## src/rtl/traffic_phase_controller_pkg.sv

```systemverilog
// Shared definitions for the traffic phase controller.
//   - phase encodings (3-bit, also driven on the debug phase output)
//   - lamp codes, ordered {red,yellow,green}
//   - next_phase(): the fixed cyclic phase order
//   - max3(): helper for sizing the phase timer
package traffic_phase_controller_pkg;

  localparam logic [2:0] S_NS_G  = 3'd0;
  localparam logic [2:0] S_NS_Y  = 3'd1;
  localparam logic [2:0] S_AR_NS = 3'd2;
  localparam logic [2:0] S_EW_G  = 3'd3;
  localparam logic [2:0] S_EW_Y  = 3'd4;
  localparam logic [2:0] S_AR_EW = 3'd5;

  localparam logic [2:0] LAMP_RED = 3'b100;
  localparam logic [2:0] LAMP_YEL = 3'b010;
  localparam logic [2:0] LAMP_GRN = 3'b001;

  // Unused codes fall back to NS green, so an upset flop self-recovers.
  function automatic logic [2:0] next_phase(input logic [2:0] s);
    case (s)
      S_NS_G:  next_phase = S_NS_Y;
      S_NS_Y:  next_phase = S_AR_NS;
      S_AR_NS: next_phase = S_EW_G;
      S_EW_G:  next_phase = S_EW_Y;
      S_EW_Y:  next_phase = S_AR_EW;
      default: next_phase = S_NS_G;
    endcase
  endfunction

  function automatic int max3(input int a, input int b, input int c);
    int m;
    m = a;
    if (b > m) m = b;
    if (c > m) m = c;
    return m;
  endfunction

endpackage

```

## src/rtl/traffic_phase_controller_tick_prescaler.sv

```systemverilog
// tick_prescaler: divides the system clock down to the timing tick.
//   clock  in   system clock
//   reset  in   asynchronous, active-high reset
//   tick   out  high for one cycle every DIV cycles (count == DIV-1)
module tick_prescaler #(
  parameter int DIV = 27000000
) (
  input  logic clock,
  input  logic reset,
  output logic tick
);

  localparam int CW = (DIV > 1) ? $clog2(DIV) : 1;

  logic [CW-1:0] cnt_q, cnt_d;

  assign tick  = (cnt_q == CW'(DIV - 1));
  assign cnt_d = tick ? '0 : cnt_q + CW'(1);

  always_ff @(posedge clock or posedge reset) begin
    if (reset) cnt_q <= '0;
    else       cnt_q <= cnt_d;
  end

endmodule

```

## src/rtl/traffic_phase_controller.sv

```systemverilog
// traffic_phase_controller: two-road intersection sequencer with
// pedestrian walk service.
//   clock     in   system clock
//   reset     in   asynchronous, active-high reset
//   ped_req   in   [2]  debounced button levels, [0]=NS crosswalk, [1]=EW crosswalk
//   ns_light  out  [3]  NS lamps {red,yellow,green}, one-hot
//   ew_light  out  [3]  EW lamps {red,yellow,green}, one-hot
//   walk      out  [2]  walk signal per crosswalk
//   pending   out  [2]  latched requests not yet served
//   phase     out  [3]  current state code (debug)
//
// state   | meaning
// S_NS_G  | NS green, EW red; may end early on EW crosswalk request
// S_NS_Y  | NS yellow, EW red
// S_AR_NS | all red after NS
// S_EW_G  | EW green, NS red; may end early on NS crosswalk request
// S_EW_Y  | EW yellow, NS red
// S_AR_EW | all red after EW (reset state)
module traffic_phase_controller
  import traffic_phase_controller_pkg::*;
#(
  parameter int TICK_DIV    = 27000000,
  parameter int T_GREEN     = 20,
  parameter int T_GREEN_MIN = 5,
  parameter int T_YELLOW    = 3,
  parameter int T_ALLRED    = 1,
  parameter int T_WALK      = 7
) (
  input  logic       clock,
  input  logic       reset,
  input  logic [1:0] ped_req,
  output logic [2:0] ns_light,
  output logic [2:0] ew_light,
  output logic [1:0] walk,
  output logic [1:0] pending,
  output logic [2:0] phase
);

  localparam int T_MAX = max3(T_GREEN, T_YELLOW, T_ALLRED);
  // Sized to hold T_MAX itself so T_WALK and T_GREEN_MIN compare without truncation.
  localparam int TW = $clog2(T_MAX + 1);
  localparam logic [TW-1:0] GMIN_M1 = TW'(T_GREEN_MIN - 1);
  localparam logic [TW-1:0] WALK_T  = TW'(T_WALK);

  logic          tick;
  logic [2:0]    state_q, state_d;
  logic [TW-1:0] timer_q, timer_d;
  logic [1:0]    pend_q, pend_d;
  logic [1:0]    walk_act_q, walk_act_d;
  logic [1:0]    ped_req_q;
  logic [1:0]    req_edge;
  logic [1:0]    clr;
  logic          advance;

  tick_prescaler #(.DIV(TICK_DIV)) u_prescaler (
    .clock (clock),
    .reset (reset),
    .tick  (tick)
  );

  function automatic logic [TW-1:0] last_tick(input logic [2:0] s);
    case (s)
      S_NS_G, S_EW_G: last_tick = TW'(T_GREEN - 1);
      S_NS_Y, S_EW_Y: last_tick = TW'(T_YELLOW - 1);
      default:        last_tick = TW'(T_ALLRED - 1);
    endcase
  endfunction

  assign req_edge = ped_req & ~ped_req_q;

  always_comb begin
    state_d    = state_q;
    timer_d    = timer_q;
    walk_act_d = walk_act_q;
    clr        = 2'b00;
    advance    = 1'b0;

    if (tick) begin
      if (timer_q == last_tick(state_q))
        advance = 1'b1;
      else if (state_q == S_NS_G && (pend_q[1] | req_edge[1]) && timer_q >= GMIN_M1)
        advance = 1'b1;
      else if (state_q == S_EW_G && (pend_q[0] | req_edge[0]) && timer_q >= GMIN_M1)
        advance = 1'b1;

      if (advance) begin
        state_d = next_phase(state_q);
        timer_d = '0;
      end else begin
        timer_d = timer_q + TW'(1);
      end
    end

    // Serve a road's crosswalk on the cycle its green begins; an edge that
    // arrives in that same cycle is served here rather than left pending.
    if (state_d == S_NS_G && state_q != S_NS_G) begin
      clr[0]        = 1'b1;
      walk_act_d[0] = pend_q[0] | req_edge[0];
    end
    if (state_d == S_EW_G && state_q != S_EW_G) begin
      clr[1]        = 1'b1;
      walk_act_d[1] = pend_q[1] | req_edge[1];
    end

    pend_d = (pend_q | req_edge) & ~clr;
  end

  always_ff @(posedge clock or posedge reset) begin
    if (reset) begin
      state_q    <= S_AR_EW;
      timer_q    <= '0;
      pend_q     <= 2'b00;
      walk_act_q <= 2'b00;
      ped_req_q  <= 2'b00;
    end else begin
      state_q    <= state_d;
      timer_q    <= timer_d;
      pend_q     <= pend_d;
      walk_act_q <= walk_act_d;
      ped_req_q  <= ped_req;
    end
  end

  // Moore decode; unused state codes show all red.
  always_comb begin
    ns_light = LAMP_RED;
    ew_light = LAMP_RED;
    case (state_q)
      S_NS_G:  ns_light = LAMP_GRN;
      S_NS_Y:  ns_light = LAMP_YEL;
      S_EW_G:  ew_light = LAMP_GRN;
      S_EW_Y:  ew_light = LAMP_YEL;
      default: ;
    endcase
  end

  assign walk[0] = (state_q == S_NS_G) && walk_act_q[0] && (timer_q < WALK_T);
  assign walk[1] = (state_q == S_EW_G) && walk_act_q[1] && (timer_q < WALK_T);
  assign pending = pend_q;
  assign phase   = state_q;

endmodule

```

## config.mk

```make
export PLATFORM = sky130hd
export DESIGN_NAME = traffic_phase_controller
export DESIGN_NICKNAME = d
export VERILOG_FILES = /design/src/rtl/traffic_phase_controller_pkg.sv /design/src/rtl/traffic_phase_controller_tick_prescaler.sv /design/src/rtl/traffic_phase_controller.sv
export SDC_FILE = /design/constraint.sdc
export NUM_CORES = 1
export LEC_CHECK = 0
export ABC_AREA = 1
export BUFFER_PORTS_ARGS = -buffer_cell sky130_fd_sc_hd__buf_2
export CORE_ASPECT_RATIO = 1.25
export CORE_MARGIN = 5
export CORE_UTILIZATION = 45
export DETAILED_ROUTE_END_ITERATION = 12
export HOLD_SLACK_MARGIN = 0.06
export PLACE_DENSITY = 0.62
export SETUP_SLACK_MARGIN = 0.4
export SLEW_MARGIN = 30
export SYNTH_ARGS = -nofsm -noshare
export SYNTH_HDL_FRONTEND = slang
export SYNTH_SLANG_ARGS = --single-unit
export TNS_END_PERCENT = 20
```

## constraint.sdc

```tcl
create_clock -name clock -period 1.8 [get_ports clock]
set_input_delay 0.09 -clock clock [delete_from_list [all_inputs] [get_ports clock]]
set_output_delay 0.09 -clock clock [all_outputs]
set_load 0.005 [all_outputs]
```

# ---- Word level (Yosys, flattened, before mapping)
# Index checks and enable logic that the tools add are counted.
dict set report word_totals {
  ff_bits 39
  in_bits 4
  output_inout_bits 13
  wordCells 56
}
dict set report classes {
  add_sub_neg 2
  n_lt_le_gt_ge 2
  eq_ne 8
  n_mux 15
  bitwise_logic 7
  reduce_logical 15
}
# op count
set op_table {}
lappend op_table {{25-bit by 1-bit adder with 25-bit output (second input constant)} 1}
lappend op_table {{25-bit equality test (second input constant)} 1}
lappend op_table {{25-bit two-way mux} 1}
lappend op_table {{3-bit case mux with 5 select lines} 1}
lappend op_table {{3-bit case mux with 2 select lines} 2}
lappend op_table {{1-bit logical AND} 10}
lappend op_table {{5-bit two-way mux} 2}
lappend op_table {{5-bit case mux with 2 select lines} 1}
lappend op_table {{3-bit by 2-bit equality test with 1-bit output (second input constant)} 3}
lappend op_table {{3-bit zero test} 2}
lappend op_table {{1-bit two-way mux} 6}
lappend op_table {{3-bit two-way mux} 2}
lappend op_table {{5-bit by 1-bit adder with 5-bit output (second input constant)} 1}
lappend op_table {{5-bit equality test} 1}
lappend op_table {{5-bit by 3-bit >= comparator with 1-bit output (second input constant)} 1}
lappend op_table {{5-bit by 3-bit < comparator with 1-bit output (second input constant)} 1}
lappend op_table {{2-bit AND} 2}
lappend op_table {{2-bit inverter} 2}
lappend op_table {{2-bit OR reduction} 2}
lappend op_table {{3-bit by 1-bit equality test with 1-bit output (second input constant)} 1}
lappend op_table {{3-bit equality test (second input constant)} 1}
lappend op_table {{3-bit by 2-bit != test with 1-bit output (second input constant)} 1}
lappend op_table {{3-bit nonzero test} 1}
lappend op_table {{1-bit bitwise OR} 2}
lappend op_table {{2-bit bitwise OR} 1}

# ---- Logic depth before layout (Yosys ltp)
dict set report depth {
  word_depth 16
  ltp_mapped 11
  depth_no_buf 11
}

# ---- Cells and area by module
# A second synthesis with hierarchy kept.
dict set report hier_totals {
  hier_cells 336
  hier_area_um2 2364.8
}
# module instances cells_per_inst area_each_um2
set by_module_without_submodules {}
lappend by_module_without_submodules {tick_prescaler 1 230 1552.7}
lappend by_module_without_submodules {traffic_phase_controller 1 106 812.0}

# ---- Worst setup path before layout
# OpenSTA, ideal clock, no wires.
dict set report synth_path {
  kind {register to register}
  start {reg u_prescaler.cnt_q[1]}
  end {reg u_prescaler.cnt_q[22]}
  setup_time_ns 0.118
  t_arrival_ns 1.312
  required_time_ns 1.682
  path_slack_ns 0.370
  path_stages_with_launch 8
  n_path_buf 0
  period_less_slack_ns 1.430
  path_cell_list {dfrtp_1 ha_1 nand3_2 nor2_4 inv_1 nor3_2 xor2_1 inv_1}
}
dict set report synth_between {
  elab_chain_len 2
  elab_cells_between_ends 3
}
# element line_no
set synth_lines {}
lappend synth_lines {{start, declared} traffic_phase_controller_tick_prescaler.sv:15} ;# logic [CW-1:0] cnt_q, cnt_d;
lappend synth_lines {{start signal, assigned} traffic_phase_controller_tick_prescaler.sv:22} ;# else cnt_q <= cnt_d;
lappend synth_lines {{25-bit by 1-bit adder with 25-bit output / 25-bit equality test (equally long branches)} {traffic_phase_controller_tick_prescaler.sv:18, traffic_phase_controller_tick_prescaler.sv:17}}
lappend synth_lines {{25-bit two-way mux (*)} traffic_phase_controller_tick_prescaler.sv:18} ;# assign cnt_d = tick ? '0 : cnt_q + CW'(1);
lappend synth_lines {{net u_prescaler.cnt_d[22]} traffic_phase_controller_tick_prescaler.sv:15}
# Mark *: on every way through the listed nets, which the timed path passes. The rest lies on a longest branch.
# A chain may end at the register's enable or synchronous reset.

# ---- Worst setup path after layout
dict set report layout_path {
  start {reg state_q[0], in the netlist phase[0]}
  end {reg timer_q[1]}
}
dict set report layout_between {
  elab_chain_len 8
  elab_cells_between_ends 18
}
# element line_no
set layout_lines {}
lappend layout_lines {{start, declared} traffic_phase_controller.sv:46} ;# logic [2:0] state_q, state_d;
lappend layout_lines {{start signal, assigned} traffic_phase_controller.sv:116} ;# state_q <= state_d;
lappend layout_lines {{3-bit equality test (tied with other cells)} traffic_phase_controller.sv:62} ;# case (s)
lappend layout_lines {{2-bit OR reduction / 1-bit logical AND (equally long branches)} {traffic_phase_controller.sv:62, traffic_phase_controller.sv:83}}
lappend layout_lines {{5-bit case mux with 2 select lines / 1-bit logical AND (equally long branches)} {traffic_phase_controller.sv:62, traffic_phase_controller.sv:83}}
lappend layout_lines {{5-bit two-way mux / 1-bit two-way mux (equally long branches)} {traffic_phase_controller.sv:78, traffic_phase_controller.sv:83}}
lappend layout_lines {{5-bit equality test / 1-bit two-way mux (equally long branches)} {traffic_phase_controller.sv:79, traffic_phase_controller.sv:81}}
lappend layout_lines {{1-bit two-way mux (*)} traffic_phase_controller.sv:79} ;# if (timer_q == last_tick(state_q))
lappend layout_lines {{1-bit two-way mux (*)} traffic_phase_controller.sv:78} ;# if (tick) begin
lappend layout_lines {{5-bit two-way mux (*)} traffic_phase_controller.sv:86} ;# if (advance) begin
lappend layout_lines {{end signal, assigned} traffic_phase_controller.sv:117} ;# timer_q <= timer_d;
lappend layout_lines {{end, declared} traffic_phase_controller.sv:47} ;# logic [TW-1:0] timer_q, timer_d;
# Every way passes the cells marked *; elsewhere a longest branch is shown, timed or not. The select of a mux whose other input is x is not followed.

==> flow_summary.yaml <==
timing:
  relSlewSlack_pct: 66.9
  setup_viol: 0
  hold_violations: 0
  max_freq_mhz: 634
  rsz0062_at_grt: "true"
  holdWs_ns: 0.192
  fin_setup_tns_ns: 0
  period_needed_ns: 1.58
  tightest_slew_ns: 0.497
  finalCritPeriodShare_pct: 87.6
  maxSlewViolCount: 0
  skew_ns: 0.0140
synthesis:
  ys_ff_latch: 39
  synth_area_um2: 2400
  async_reset_ff_share_pct: 100
  yosysMostFrequentCell: "nand2_1"
  avgSynthCellArea_um2: 7.44
  synth_edf_count: 0
  synth.top_cell.area_share_pct: 38.5
  ys_warn_count: 0
  synthTopCellsByArea: "dfrtp_1 39%, nand2_1 13%, nor2_1 8.1%"
  netlist_instances: 323
  synth_cell_types: 33
  ys_seq_area_share_pct: 40.7
  syn_nets: 330
  synth-main-ff-cell: "dfrtp_1"
  synth_common_cells: "85 x nand2_1, 52 x nor2_1, 39 x inv_1, 37 x dfrtp_1, 18 x nand3_1"
  yosys.area.top_type: "dfrtp_1"
critical_path:
  worstPathRequired_ns: 1.97
  slowest_stage: "dfstp_2"
  r2r_end: "timer_q[1]"
  worstReg2RegStart: "phase[0]"
  critPathLaunchType: "flop"
  worst-path-buf-inv: 2
  critPathTopFamily: "flip-flops"
  cp.depth: 8
  crit_arrival_ns: 1.75
  r2r_cells: 8
  path_class: "flop to flop"
  reg2reg_setup_slack_ns: 0.22
  worstPathMaxFanout: 8
  path_cells: "inv_2 -> nand2_2 -> a21oi_2 -> nor2_1 -> nand2_2 -> nand2_4 -> buf_4 -> o22ai_1"
  crit_path_frequent_cell: "nand2_2"
  max_stage_delay_ns: 0.64
  cp-end-kind: "flop"
min_path:
  holdPathStages: 5
  min_from: "ped_req[1]"
  hold_path_end: "pending[1]"
  hp-class: "input pin to flop"
grt:
  grt_start_max_net_pins: 40
  grt_pass1_vias: 2263
  antenna_found_initial: 0
  grt_pass1_wl_um: 9940
  globalRouteTotalUtil_pct: 18.5
  grt_overflow_total: 0
clocking:
  numCtsBuffers: 5
  cts-root-buf: "clkbuf_8"
  insertion_delay_ns: 0.30
  cts_sinks: 39
  clk_pin_slew_ns: 0.09
  cts_tree: "built"
  htree_levels: 2
  cts_buffer_depth: 2
final_layout:
  multi_input_area_um2: 1430
  seq_area_um2: 987
  drive_gt1_share_pct: 33.9
  fill_cells: 470
  diodes: 0
  final_nets: 387
  syn2layout_area_growth_pct: 31.4
floorplanning:
  die_x_um: 75.4
  die-area_um2: 6910
  core.rowCount: 29
  pin_count: 17
  initial_utilization_pct: 47.0
  core-area_um2: 5120
  die_h_um: 91.7
job:
  maxCapViolCount: 0
route:
  via_count: 2290
  ant_nets: 0
  viasPerCell: 5.17
  routed_wirelength_um: 6140
  drtIter0Drc: 80
  wl_per_cell_um: 13.9
  dr.pass1.iters: 4
  drc: 0
power_and_ir_drop:
  p_switching_uw: 356
  power_density_nw_per_um2: 569
  combPwrFrac_pct: 1.6
  seqPwrFrac_pct: 48.9
  p_int_uw: 1440
  netSwitchingFraction_pct: 19.8
  peakVddDrop_v: 0.000392
  p_leak_uw: 0.00151
  clock_power_share_pct: 49.5
placed_design:
  gp_congestion: 0.928
  hpwl_um: 4200
  numPortBuffers: 16
status:
  outcome: "finished clean"
cells in the final DEF (no fill, tap or decap), drive strengths merged, types with 4 or more instances in the layout:
cell type  netlist  final
o21bai           4      4
nand3           24     24
xor2             7      7
a21oi            4      4
xnor2            6      6
nand2           89     89
clkbuf           0      5
buf              2     49
nand4            9      9
nor2            59     59
dfrtp           37     37
nor3            18     18
inv             44     44
o21ai            7      7
worst max-delay path by stage:
stage / start / to / slack (ns)
floorplan: phase[0] / phase[1] / 0.41
CTS: phase[1] / phase[1] / 0.29
global placement: u_prescaler.cnt_q[1] / u_prescaler.cnt_q[22] / 0.28
global route: phase[0] / phase[1] / 0.14
finish: phase[0] / timer_q[1] / 0.22
detailed placement: u_prescaler.cnt_q[1] / u_prescaler.cnt_q[22] / 0.25
power by group through the flow:
| stage | logic (uW) | registers (uW) | clock network (uW) |
|---|---|---|---|
| floorplan | 13.7 | 896 | 0 |
| global placement | 23.9 | 896 | 0 |
| detailed placement | 24.4 | 896 | 0 |
| CTS | 29.2 | 878 | 906 |
| global route | 32.7 | 879 | 937 |
| finish | 27.8 | 878 | 890 |
flip-flops by register name, summed over array words and instances, names as in the netlist:
signal	cells
pending	2
u_prescaler.cnt_q	25
timer_q	5
ped_req_q	2
phase	3
walk_act_q	2
kinds of logic (layout without fill, tap and decap cells):
family,count (synthesis),in the layout,synth area share (%)
adders and majority gates,3,3,1.56
xor gates and xnor gates,13,13,4.74
buffers and inverters,46,104,7.39
AOI/OAI and AO/OA,21,21,5.47
and+or+nand+nor,201,201,40.1
DFF,39,39,40.7
metal layers:
metal  track usage, %  share of wire [%]
met2             32.5                 53
met3             2.41                3.5
met1             20.7                 40
met4             10.5                3.5
met5                0                  0
tightest hold or removal path, stage by stage:
cell      delay, ns
buf_2          0.11
inv_1          0.04
o21bai_1       0.11
nand2_1        0.09
inv_1          0.03
through the flow:
stage | instances | instance area [um2] | util (%) | total power [uW] | worst slack [ns]
after floorplan | 323 | 2420 | - | 909 | 0.407
after global placement | 403 | 2600 | 50.8 | 920 | 0.275
after detailed placement | 403 | 2600 | 50.8 | 920 | 0.246
after CTS | 424 | 2900 | 56.6 | 1810 | 0.293
after global routing | 443 | 3160 | 61.7 | 1850 | 0.139
final | 443 | 3160 | 61.7 | 1800 | 0.223
what timing repair did:
| action | in CTS | in global routing |
|---|---|---|
| cloned | 1 | 0 |
| endpoints found under the hold margin | 39 | 0 |
| hold buffers | 3 | 0 |
| setup endpoints to repair | 29 | 38 |
| buffers inserted | 9 | 19 |
| resized for setup | 19 | 36 |
| pin swaps | 13 | 19 |
final cells by class:
cell class / count / share of cell area, %
inverter: 44 / 5.23
sequential: 39 / 31.3
clock buffer: 5 / 2.18
multi-input combinational: 238 / 45.2
timing repair buffer: 52 / 11.6
clock inverter: 3 / 2.14
tap: 62 / 2.46
(Power assumes the default switching activity.)
